$ cat config.mk
export PLATFORM = sky130hd
export DESIGN_NAME = keypad_entry_flat
export DESIGN_NICKNAME = d
export VERILOG_FILES = /design/src/rtl/keypad_entry_if.sv /design/src/rtl/keypad_entry.sv /design/src/flat_wrapper.sv
export SDC_FILE = /design/constraint.sdc
export NUM_CORES = 1
export LEC_CHECK = 0
export BUFFER_PORTS_ARGS = -buffer_cell sky130_fd_sc_hd__buf_2
export CORE_ASPECT_RATIO = 0.7
export CORE_MARGIN = 1
export CORE_UTILIZATION = 55
export CTS_CLUSTER_DIAMETER = 100
export CTS_CLUSTER_SIZE = 30
export DETAILED_ROUTE_END_ITERATION = 10
export PLACE_DENSITY = 0.85
export SLEW_MARGIN = 20
export SYNTH_ARGS = -nofsm -noshare
export SYNTH_HDL_FRONTEND = slang
export SYNTH_SLANG_ARGS = --single-unit
$ cat constraint.sdc
create_clock -name clk -period 3 [get_ports clk]
set_input_delay 0.15 -clock clk [delete_from_list [all_inputs] [get_ports clk]]
set_output_delay 0.15 -clock clk [all_outputs]
set_load 0.01 [all_outputs]
$ cat src/rtl/keypad_entry_if.sv
// Keypad-to-lock bundle: raw key inputs and ack in, assembled code and status out.
interface keypad_entry_if;
    logic        key_press;
    logic [3:0]  key_code;
    logic        code_ack;
    logic [15:0] code_out;
    logic        code_valid;
    logic [2:0]  digit_count;
    logic        entry_err;

    modport master (
        output key_press, key_code, code_ack,
        input  code_out, code_valid, digit_count, entry_err
    );

    modport slave (
        input  key_press, key_code, code_ack,
        output code_out, code_valid, digit_count, entry_err
    );
endinterface

$ cat src/rtl/keypad_entry.sv
// Keypad front-end: sync, debounce, 4-digit assembly, Enter/Clear/timeout handling.
// Key effects land DEBOUNCE_CYCLES+3 edges after press; code_valid holds until code_ack.
module keypad_entry #(
    parameter int DEBOUNCE_CYCLES = 4,
    parameter int TIMEOUT_CYCLES  = 1000
) (
    input  logic         clk,
    input  logic         rst_n,
    keypad_entry_if.slave bus
);
    localparam int DBW = $clog2(DEBOUNCE_CYCLES + 1);
    localparam int TOW = $clog2(TIMEOUT_CYCLES + 1);
    localparam logic [DBW-1:0] DB_LAST = DBW'(DEBOUNCE_CYCLES - 1);
    localparam logic [TOW-1:0] TO_MAX  = TOW'(TIMEOUT_CYCLES);

    typedef enum logic {ENTRY, PRESENT} state_t;

    logic           press_meta, ks, kd;
    logic [3:0]     code_meta, code_sync, evt_code;
    logic [DBW-1:0] db_cnt;
    logic           key_evt;

    state_t         state;
    logic [15:0]    code_q;
    logic [2:0]     count_q;
    logic           valid_q, err_q;
    logic [TOW-1:0] idle_cnt;

    logic is_digit, is_clear, is_enter, accept;

    always_ff @(posedge clk or negedge rst_n) begin
        if (!rst_n) begin
            press_meta <= 1'b0;
            ks         <= 1'b0;
            code_meta  <= '0;
            code_sync  <= '0;
            kd         <= 1'b0;
            db_cnt     <= '0;
            key_evt    <= 1'b0;
            evt_code   <= '0;
        end else begin
            press_meta <= bus.key_press;
            ks         <= press_meta;
            code_meta  <= bus.key_code;
            code_sync  <= code_meta;
            key_evt    <= 1'b0;
            if (ks != kd) begin
                if (db_cnt == DB_LAST) begin
                    kd       <= ks;
                    db_cnt   <= '0;
                    // Only the rising edge of the debounced level is an event.
                    key_evt  <= ks;
                    evt_code <= code_sync;
                end else begin
                    db_cnt <= db_cnt + DBW'(1);
                end
            end else begin
                db_cnt <= '0;
            end
        end
    end

    always_comb begin
        is_digit = (evt_code <= 4'd9);
        is_clear = (evt_code == 4'hA);
        is_enter = (evt_code == 4'hB);
        // Ignored keys (0xC-0xF, fifth digit) must not disturb the idle timer.
        accept   = key_evt && ((is_digit && count_q != 3'd4) || is_clear || is_enter);
    end

    always_ff @(posedge clk or negedge rst_n) begin
        if (!rst_n) begin
            state    <= ENTRY;
            code_q   <= '0;
            count_q  <= '0;
            valid_q  <= 1'b0;
            err_q    <= 1'b0;
            idle_cnt <= '0;
        end else begin
            err_q <= 1'b0;
            case (state)
                ENTRY: begin
                    if (accept) begin
                        idle_cnt <= '0;
                        if (is_digit) begin
                            code_q  <= {code_q[11:0], evt_code};
                            count_q <= count_q + 3'd1;
                        end else if (is_clear) begin
                            code_q  <= '0;
                            count_q <= '0;
                        end else if (count_q == 3'd4) begin
                            state   <= PRESENT;
                            valid_q <= 1'b1;
                        end else begin
                            err_q   <= 1'b1;
                            code_q  <= '0;
                            count_q <= '0;
                        end
                    end else if (count_q != 3'd0) begin
                        if (idle_cnt == TO_MAX) begin
                            err_q    <= 1'b1;
                            code_q   <= '0;
                            count_q  <= '0;
                            idle_cnt <= '0;
                        end else begin
                            idle_cnt <= idle_cnt + TOW'(1);
                        end
                    end
                end
                PRESENT: begin
                    idle_cnt <= '0;
                    if (bus.code_ack) begin
                        state   <= ENTRY;
                        valid_q <= 1'b0;
                        code_q  <= '0;
                        count_q <= '0;
                    end
                end
                default: state <= ENTRY;
            endcase
        end
    end

    assign bus.code_out    = code_q;
    assign bus.code_valid  = valid_q;
    assign bus.digit_count = count_q;
    assign bus.entry_err   = err_q;
endmodule

$ cat src/flat_wrapper.sv
// flat-port wrapper written by rule: the top's interface ports become plain ports
module keypad_entry_flat 
#(
    parameter int DEBOUNCE_CYCLES = 4,
    parameter int TIMEOUT_CYCLES  = 1000
)
  (clk, rst_n, bus_key_press, bus_key_code, bus_code_ack, bus_code_out, bus_code_valid, bus_digit_count, bus_entry_err);
  keypad_entry_if bus_i ();
  input  logic clk;
  input  logic rst_n;
  input wire logic [$bits(bus_i.key_press)-1:0] bus_key_press;
  input wire logic [$bits(bus_i.key_code)-1:0] bus_key_code;
  input wire logic [$bits(bus_i.code_ack)-1:0] bus_code_ack;
  output wire logic [$bits(bus_i.code_out)-1:0] bus_code_out;
  output wire logic [$bits(bus_i.code_valid)-1:0] bus_code_valid;
  output wire logic [$bits(bus_i.digit_count)-1:0] bus_digit_count;
  output wire logic [$bits(bus_i.entry_err)-1:0] bus_entry_err;
  assign bus_i.key_press = bus_key_press;
  assign bus_i.key_code = bus_key_code;
  assign bus_i.code_ack = bus_code_ack;
  assign bus_code_out = bus_i.code_out;
  assign bus_code_valid = bus_i.code_valid;
  assign bus_digit_count = bus_i.digit_count;
  assign bus_entry_err = bus_i.entry_err;
  keypad_entry #(.DEBOUNCE_CYCLES(DEBOUNCE_CYCLES), .TIMEOUT_CYCLES(TIMEOUT_CYCLES)) u_core (.clk(clk), .rst_n(rst_n), .bus(bus_i));
endmodule
==> impl_metrics.py, run 1 <==
metrics = {
    "outcome": {
        "status": "completed",
    },
    "synth": {
        "synth_nets": 175,
        "synth.area.top_cells": "dfrtp_1 61%, a22o_1 7.6%, mux2_2 3.3%",
        "synth_cells": 162,
        "synth_seq_cells": 51,
        "ys_warn_count": 0,
        "synth_seq_area_share": 0.615,
        "ys_types": 37,
        "synth_top_area_frac": 0.615,
        "netlist_area_mm2": 0.00208,
        "yosys.area.top_type": "dfrtp_1",
        "avgSynthCellArea_um2": 12.8,
    },
    "floorplanning": {
        "die_x_um": 75.4,
        "boundaryPins": 29,
        "die_area_mm2": 0.00403,
        "core_area_mm2": 0.00356,
        "start_util": 0.583,
        "rows": 18,
        "fp.dieH_um": 53.4,
    },
    "cells_and_area": {
        "post_route_cells_drive_above_1_share": 0.221,
        "nets": 211,
        "final_cell_mix": "51 x dfrtp_1, 27 x buf_2, 18 x a22o_1",
        "nFillCells": 262,
        "multi_input_area_um2": 738,
        "seq_area_mm2": 0.00128,
        "diodes": 0,
        "layout_commonest_cell": "dfrtp_1",
        "synthToLayoutAreaGrowth_pct": 16.8,
    },
    "timing": {
        "fin_crit_sh": 0.786,
        "setup_tns_ns": 0,
        "relSlewSlack": 0.588,
        "post-route-min-period_ns": 2.36,
        "clock.fmax_mhz": 424,
        "rsz0062_at_grt": "false",
        "skew_ns": 0.0136,
        "setup_viol": 0,
        "worst_pin_slew_ns": 0.617,
        "worst_slack_ns": 0.643,
        "drv_slew": 0,
        "final_hold_viol_count": 0,
    },
    "place": {
        "dp_hpwl_um": 2540,
        "place_ws_ns": 0.667,
        "gp_congestion": 0.840,
        "io_buffers": 28,
    },
    "clock_tree": {
        "htreeDepth": 2,
        "cts_tree": "done",
        "cts_buffer_depth": 2,
        "cts.sinks": 51,
        "clock_latency_ns": 0.31,
        "cts_buffers": 5,
        "cts_root_buf": "clkbuf_8",
        "cts-resized-gates": 0,
        "clkTransAtPathRegs_ns": 0.10,
    },
    "global_route": {
        "gr-usage-all-layers": 0.211,
        "grt_max_degree": 52,
        "grt_pass1_vias": 1317,
        "grt_pass1_wl_um": 6040,
        "overflow": 0,
        "antenna_found_initial": 0,
    },
    "routing": {
        "drtIter0Drc": 93,
        "vias_per_cell": 5.62,
        "wire_per_inst_um": 14.9,
        "wirelength_um": 3710,
        "ant_nets": 0,
        "drc": 0,
        "first_pass_iters": 4,
        "vias": 1400,
    },
    "worst_hold_path": {
        "hold_class": "in -> reg",
    },
    "worst_setup_path": {
        "cp-end-kind": "register",
        "r2r_slack_ns": 0.64,
        "critPathLaunchType": "register",
        "reg2reg_to": "u_core.bus.digit_count[0]",
        "critPathRequiredTime_ns": 3.19,
        "crit_arrival_ns": 2.55,
        "reg2reg_depth": 6,
        "crit_start": "u_core.bus.digit_count[0]",
        "critPathMaxFanout": 18,
        "cp-endpoint": "u_core.bus.digit_count[0]",
        "critPathKind": "reg -> reg",
        "worstReg2RegStart": "u_core.bus.digit_count[0]",
    },
    "power": {
        "power_density_mw_per_mm2": 819,
        "p_leak_nw": 1.17,
        "peakVddDrop_uv": 458,
    },
    "run": {
        "maxCapViolations": 0,
    },
}
==> how the worst min path moves through the flow <==
| stage | start | end | cells after the start |
|---|---|---|---|
| floorplan | rst_n | u_core.bus.code_out[0] | 0 |
| global placement | bus_key_code[1] | u_core.code_meta[1] | 1 |
| detailed placement | bus_key_code[0] | u_core.code_meta[0] | 1 |
| CTS | bus_code_ack | u_core.bus.code_valid | 2 |
| global route | bus_code_ack | u_core.bus.code_valid | 2 |
| finish | bus_code_ack | u_core.bus.code_valid | 2 |
==> sequential cells by signal, summed over array words and instances, names as in the netlist <==
signal	count
u_core.bus.code_out	16
u_core.idle_cnt	10
u_core.code_meta	4
u_core.code_sync	4
u_core.evt_code	4
u_core.bus.digit_count	3
u_core.db_cnt	3
u_core.bus.code_valid	1
u_core.bus.entry_err	1
u_core.kd	1
u_core.key_evt	1
u_core.ks	1
u_core.press_meta	1
u_core.state	1
==> worst max-delay path: stages, from the launching register on <==
cell and delay [ns]:
dfrtp_1 0.39, inv_1 0.08, ha_1 0.24, nor2b_1 0.19, or4_1 0.54, a31o_1 0.44
mux2_2 0.36
==> power by group <==
part           switching [mW]  leakage, nW  total (mW)  internal, mW
sequential              0.163        0.659       0.992         0.830
clock                   0.221       0.0612       0.490         0.270
combinational           0.263        0.450       0.503         0.240
==> cell usage after synthesis <==
library cell / count
dfrtp_1: 51
a22o_1: 18
nor2_1: 11
inv_1: 7
mux2_2: 6
a21oi_1: 5
ha_1: 5
o21ai_0: 5
xor2_1: 5
nand3_1: 4
nor3b_1: 4
nand2_1: 3
nor2b_1: 3
and4_1: 2
buf_6: 2
nand2b_1: 2
nand4b_1: 2
nor3_1: 2
o2111ai_1: 2
o211ai_1: 2
o31ai_1: 2
or3_1: 2
or4_1: 2
xnor2_1: 2
a21boi_1: 1
a221oi_1: 1
a31o_1: 1
and2_1: 1
buf_1: 1
buf_2: 1
clkbuf_1: 1
nand4_1: 1
nand4_2: 1
o2111a_1: 1
o22ai_1: 1
o2bb2ai_1: 1
or3b_2: 1
==> final cells by class <==
class,count,area share
Multi-Input combinational cell,99,0.305
Clock inverter,2,0.0145
Tap cell,50,0.0258
Clock buffer,6,0.0341
Timing Repair Buffer,34,0.0836
Inverter,7,0.0108
Sequential cell,51,0.527
==> layer usage <==
metal,track usage,vias up,routed length (um)
met3,0.0533,9,171
met2,0.317,39,1620
li1,-,666,-
met5,0,-,0
met4,0.0926,0,72
met1,0.288,686,1840
==> cells by family (layout without fill, tap and decap cells) <==
logic type               Yosys count  after routing  synth area share
multiplexers                       6              6            0.0325
AND/OR/NAND/NOR                   41             41             0.116
AO/OA/AOI/OAI                     40             40             0.148
flip-flops                        51             51             0.615
XOR/XNOR                           7              7            0.0295
adder cells (fa/ha/maj)            5              5            0.0301
buffers and inverters             12             49            0.0295
==> through the flow <==
step / power (mW) / hold slack, ns / instances / utilization / instance area (um2)
2_1_floorplan: 1.32 / -0.146 / 162 / - / 2080
5_1_grt: 2.10 / 0.0337 / 249 / 0.681 / 2420
4_1_cts: 1.99 / 0.0277 / 248 / 0.678 / 2410
3_5_place_dp: 1.49 / 0.259 / 235 / 0.630 / 2240
6_report: 1.99 / 0.0328 / 249 / 0.681 / 2420
3_3_place_gp: 1.45 / 0.259 / 235 / 0.630 / 2240
==> what timing repair did <==
| item | in CTS | in global routing |
|---|---|---|
| hold buffers | 5 | 1 |
| buffers inserted | 0 | 0 |
| endpoints found under the hold margin | 5 | 51 |
| endpoints found under the setup margin | 0 | 0 |
Note: power is estimated with default switching activity, not from simulation.
==> inputs of run 2 (changes only) <==
--- a/config.mk
+++ b/config.mk
@@ -5,14 +5,15 @@
 export SDC_FILE = /design/constraint.sdc
 export NUM_CORES = 1
 export LEC_CHECK = 0
+export ABC_AREA = 1
 export BUFFER_PORTS_ARGS = -buffer_cell sky130_fd_sc_hd__buf_2
 export CORE_ASPECT_RATIO = 0.7
 export CORE_MARGIN = 1
-export CORE_UTILIZATION = 55
+export CORE_UTILIZATION = 51
 export CTS_CLUSTER_DIAMETER = 100
 export CTS_CLUSTER_SIZE = 30
 export DETAILED_ROUTE_END_ITERATION = 10
-export PLACE_DENSITY = 0.85
+export PLACE_DENSITY = 0.83
 export SLEW_MARGIN = 20
 export SYNTH_ARGS = -nofsm -noshare
 export SYNTH_HDL_FRONTEND = slang
==> constraint.sdc (replaced) <==
create_clock -name clk -period 2 [get_ports clk]
set_input_delay 0.1 -clock clk [delete_from_list [all_inputs] [get_ports clk]]
set_output_delay 0.1 -clock clk [all_outputs]
set_load 0.01 [all_outputs]
==> run 2 against run 1 <==
  * Via count rose by 22%
  * Sequential power rose by 64%
  * Combinational power up 120%
  * Count of clock-buffer cells in the layout is 1 lower
  * Total power grew 79%
  * Global-route usage decreased by 1.3 points
  * Synthesized cell count increased by 56%
  * Synthesized area is 8.6% higher
  * Sequential cell count stayed put
  * Die area rose by 17%
  * Critical path type unchanged
  * Critical endpoint is now u_core.idle_cnt[6]
  * Largest cell class unchanged
==> impl_metrics.py, run 2 <==
metrics = {
    "worst_hold_path": {
        "min_path_cells": 3,
        "hold_class": "in -> reg",
        "hold-path-endpoint": "u_core.bus.code_valid",
        "hp-start": "bus_code_ack",
    },
    "synth": {
        "synthMuxAreaShare": 0,
        "synth_top_family_by_area": "simple AND/OR/NAND/NOR gates",
        "synth_seq_cells": 51,
        "yosys.area.top_type": "dfrtp_1",
        "synth.area.top_cells": "dfrtp_1 57%, nand2_1 15%, inv_1 4.0%",
        "netlist_area_mm2": 0.00225,
        "synth_xor_area_frac": 0.00777,
        "yosys.area_share.simple": 0.295,
        "synth_cells": 252,
        "synthAdderAreaFrac": 0.0278,
        "synth_seq_area_share": 0.566,
        "async_flop_share": 1.00,
        "ys.flop_type": "dfrtp_1",
        "ys_warn_count": 0,
        "avgSynthCellArea_um2": 8.94,
        "synth_most_common_cell": "nand2_1",
        "synth_top_area_frac": 0.566,
        "synth_edf_count": 0,
        "netlist_top_cells_count": "92 x nand2_1, 51 x dfrtp_1, 24 x inv_1",
        "synth_nets": 265,
        "ys_types": 26,
        "synth_compound_area_frac": 0.0428,
    },
    "floorplanning": {
        "core_area_mm2": 0.00407,
        "die_area_mm2": 0.00469,
        "die_x_um": 81.5,
        "rows": 19,
        "fp.dieH_um": 57.6,
        "start_util": 0.554,
        "boundaryPins": 29,
    },
    "power": {
        "p_leak_nw": 1.45,
        "peakVddDrop_uv": 667,
        "p_total_mw": 3.55,
        "power_density_mw_per_mm2": 1340,
    },
    "cells_and_area": {
        "nFillCells": 329,
        "finalNonFillerCells": 345,
        "multi_input_area_um2": 842,
        "final_cell_mix": "92 x nand2_1, 51 x dfrtp_1, 28 x buf_2",
        "largest_reg_flops": 16,
        "nets": 305,
        "layout_commonest_cell": "nand2_1",
        "final_design_area_no_fill_mm2": 0.00265,
        "diodes": 0,
        "seq_area_mm2": 0.00128,
        "synthToLayoutAreaGrowth_pct": 17.6,
        "post_route_cells_drive_above_1_share": 0.198,
    },
    "routing": {
        "vias": 1701,
        "ant_nets": 0,
        "drc": 0,
        "wirelength_um": 4070,
        "drtIter0Drc": 126,
        "wire_per_inst_um": 11.8,
        "vias_per_cell": 4.93,
        "first_pass_iters": 4,
    },
    "worst_setup_path": {
        "cpMaxStageDelayCell": "dfrtp_1",
        "critPathRequiredTime_ns": 2.17,
        "reg2reg_depth": 9,
        "cp-end-kind": "register",
        "crit_arrival_ns": 1.88,
        "cp_slowest_stage_delay_ns": 0.43,
        "critPathLaunchType": "register",
        "reg2reg_to": "u_core.idle_cnt[6]",
        "path_delay_family": "simple AND/OR/NAND/NOR gates",
        "critPathBufInv": 2,
        "critPathKind": "reg -> reg",
        "r2r_slack_ns": 0.29,
        "crit_chain": "inv_1, ha_1, nand2_2, clkinv_2, nand2_4, nand2_4, nand3_2, a21oi_1, a21oi_1",
        "critPathMaxFanout": 15,
        "worstReg2RegStart": "u_core.bus.digit_count[0]",
    },
    "clock_tree": {
        "cts.sinks": 51,
        "cts_tree": "done",
        "cts_buffer_depth": 2,
        "cts-resized-gates": 0,
        "clkTransAtPathRegs_ns": 0.08,
        "htreeDepth": 2,
        "cts_buffers": 5,
        "clock_latency_ns": 0.30,
        "cts_root_buf": "clkbuf_8",
    },
    "timing": {
        "fin_hold_ws_ns": 0.102,
        "rsz0062_at_grt": "false",
        "post-route-min-period_ns": 1.71,
        "worst_pin_slew_ns": 0.581,
        "setup_viol": 0,
        "fin_crit_sh": 0.857,
        "clock.fmax_mhz": 584,
        "relSlewSlack": 0.613,
        "drv_slew": 0,
        "final_hold_viol_count": 0,
        "setup_tns_ns": 0,
        "skew_ns": 0.00374,
    },
    "run": {
        "maxCapViolations": 0,
    },
    "global_route": {
        "antenna_found_initial": 0,
        "grt_pass1_vias": 1527,
        "grt_max_degree": 27,
        "overflow": 0,
        "gr-usage-all-layers": 0.197,
        "grt_pass1_wl_um": 6890,
    },
    "place": {
        "place_inst": 331,
        "gp_congestion": 0.993,
        "io_buffers": 28,
        "dp_hpwl_um": 2900,
        "dpl-instance-area_mm2": 0.00245,
    },
    "outcome": {
        "status": "completed",
    },
}
run 2: logic make-up (layout without fill, tap and decap cells):
logic type | count (synthesis) | in the layout
adder cells (fa/ha/maj) | 5 | 5
XOR/XNOR | 2 | 2
AO/OA/AOI/OAI | 17 | 17
buffers and inverters | 30 | 71
flip-flops | 51 | 51
AND/OR/NAND/NOR | 147 | 147
run 2: cell type report:
type	count	area share
clock buffer	5	0.0260
timing repair buffer	36	0.0859
sequential	51	0.482
multi-input combinational	171	0.318
clock inverter	3	0.0255
tap	52	0.0246
inverter	27	0.0387
run 2: per-layer routing:
layer / share of wire / GRT usage
met3: 0.061 / 0.0583
met5: 0 / 0
met2: 0.43 / 0.282
met4: 0.014 / 0.0740
met1: 0.50 / 0.286
run 2: worst min-delay path: stages:
cell and delay, ns:
buf_2 0.10, nand2_1 0.05, a21boi_0 0.11
run 2: per-stage QoR:
stage | setup slack [ns] | utilization
after floorplan | 0.424 | -
after global placement | 0.381 | 0.604
after detailed placement | 0.325 | 0.604
after CTS | 0.307 | 0.652
after global routing | 0.164 | 0.652
final | 0.287 | 0.652
run 2: how the worst max path moves through the flow:
stage / cells after the start / from / to / slack (ns)
3_5_place_dp: 11 / u_core.bus.digit_count[0] / u_core.bus.code_out[10] / 0.32
3_3_place_gp: 11 / u_core.bus.digit_count[0] / u_core.bus.code_out[5] / 0.38
6_report: 9 / u_core.bus.digit_count[0] / u_core.idle_cnt[6] / 0.29
2_1_floorplan: 12 / u_core.bus.digit_count[0] / u_core.bus.code_out[10] / 0.42
5_1_grt: 9 / u_core.bus.digit_count[0] / u_core.idle_cnt[6] / 0.16
4_1_cts: 11 / u_core.bus.digit_count[0] / u_core.bus.code_out[10] / 0.31
run 2: power breakdown:
| group | internal [mW] | total, mW | switching [mW] |
|---|---|---|---|
| clock network | 0.498 | 0.823 | 0.324 |
| logic | 0.413 | 1.10 | 0.682 |
| registers | 1.35 | 1.63 | 0.284 |
| total | 2.26 | 3.55 | 1.29 |
run 2: timing repair:
item                                   4_1_cts  5_1_grt
hold buffers                                 6        0
setup buffers                                0        0
endpoints found under the hold margin       30        0
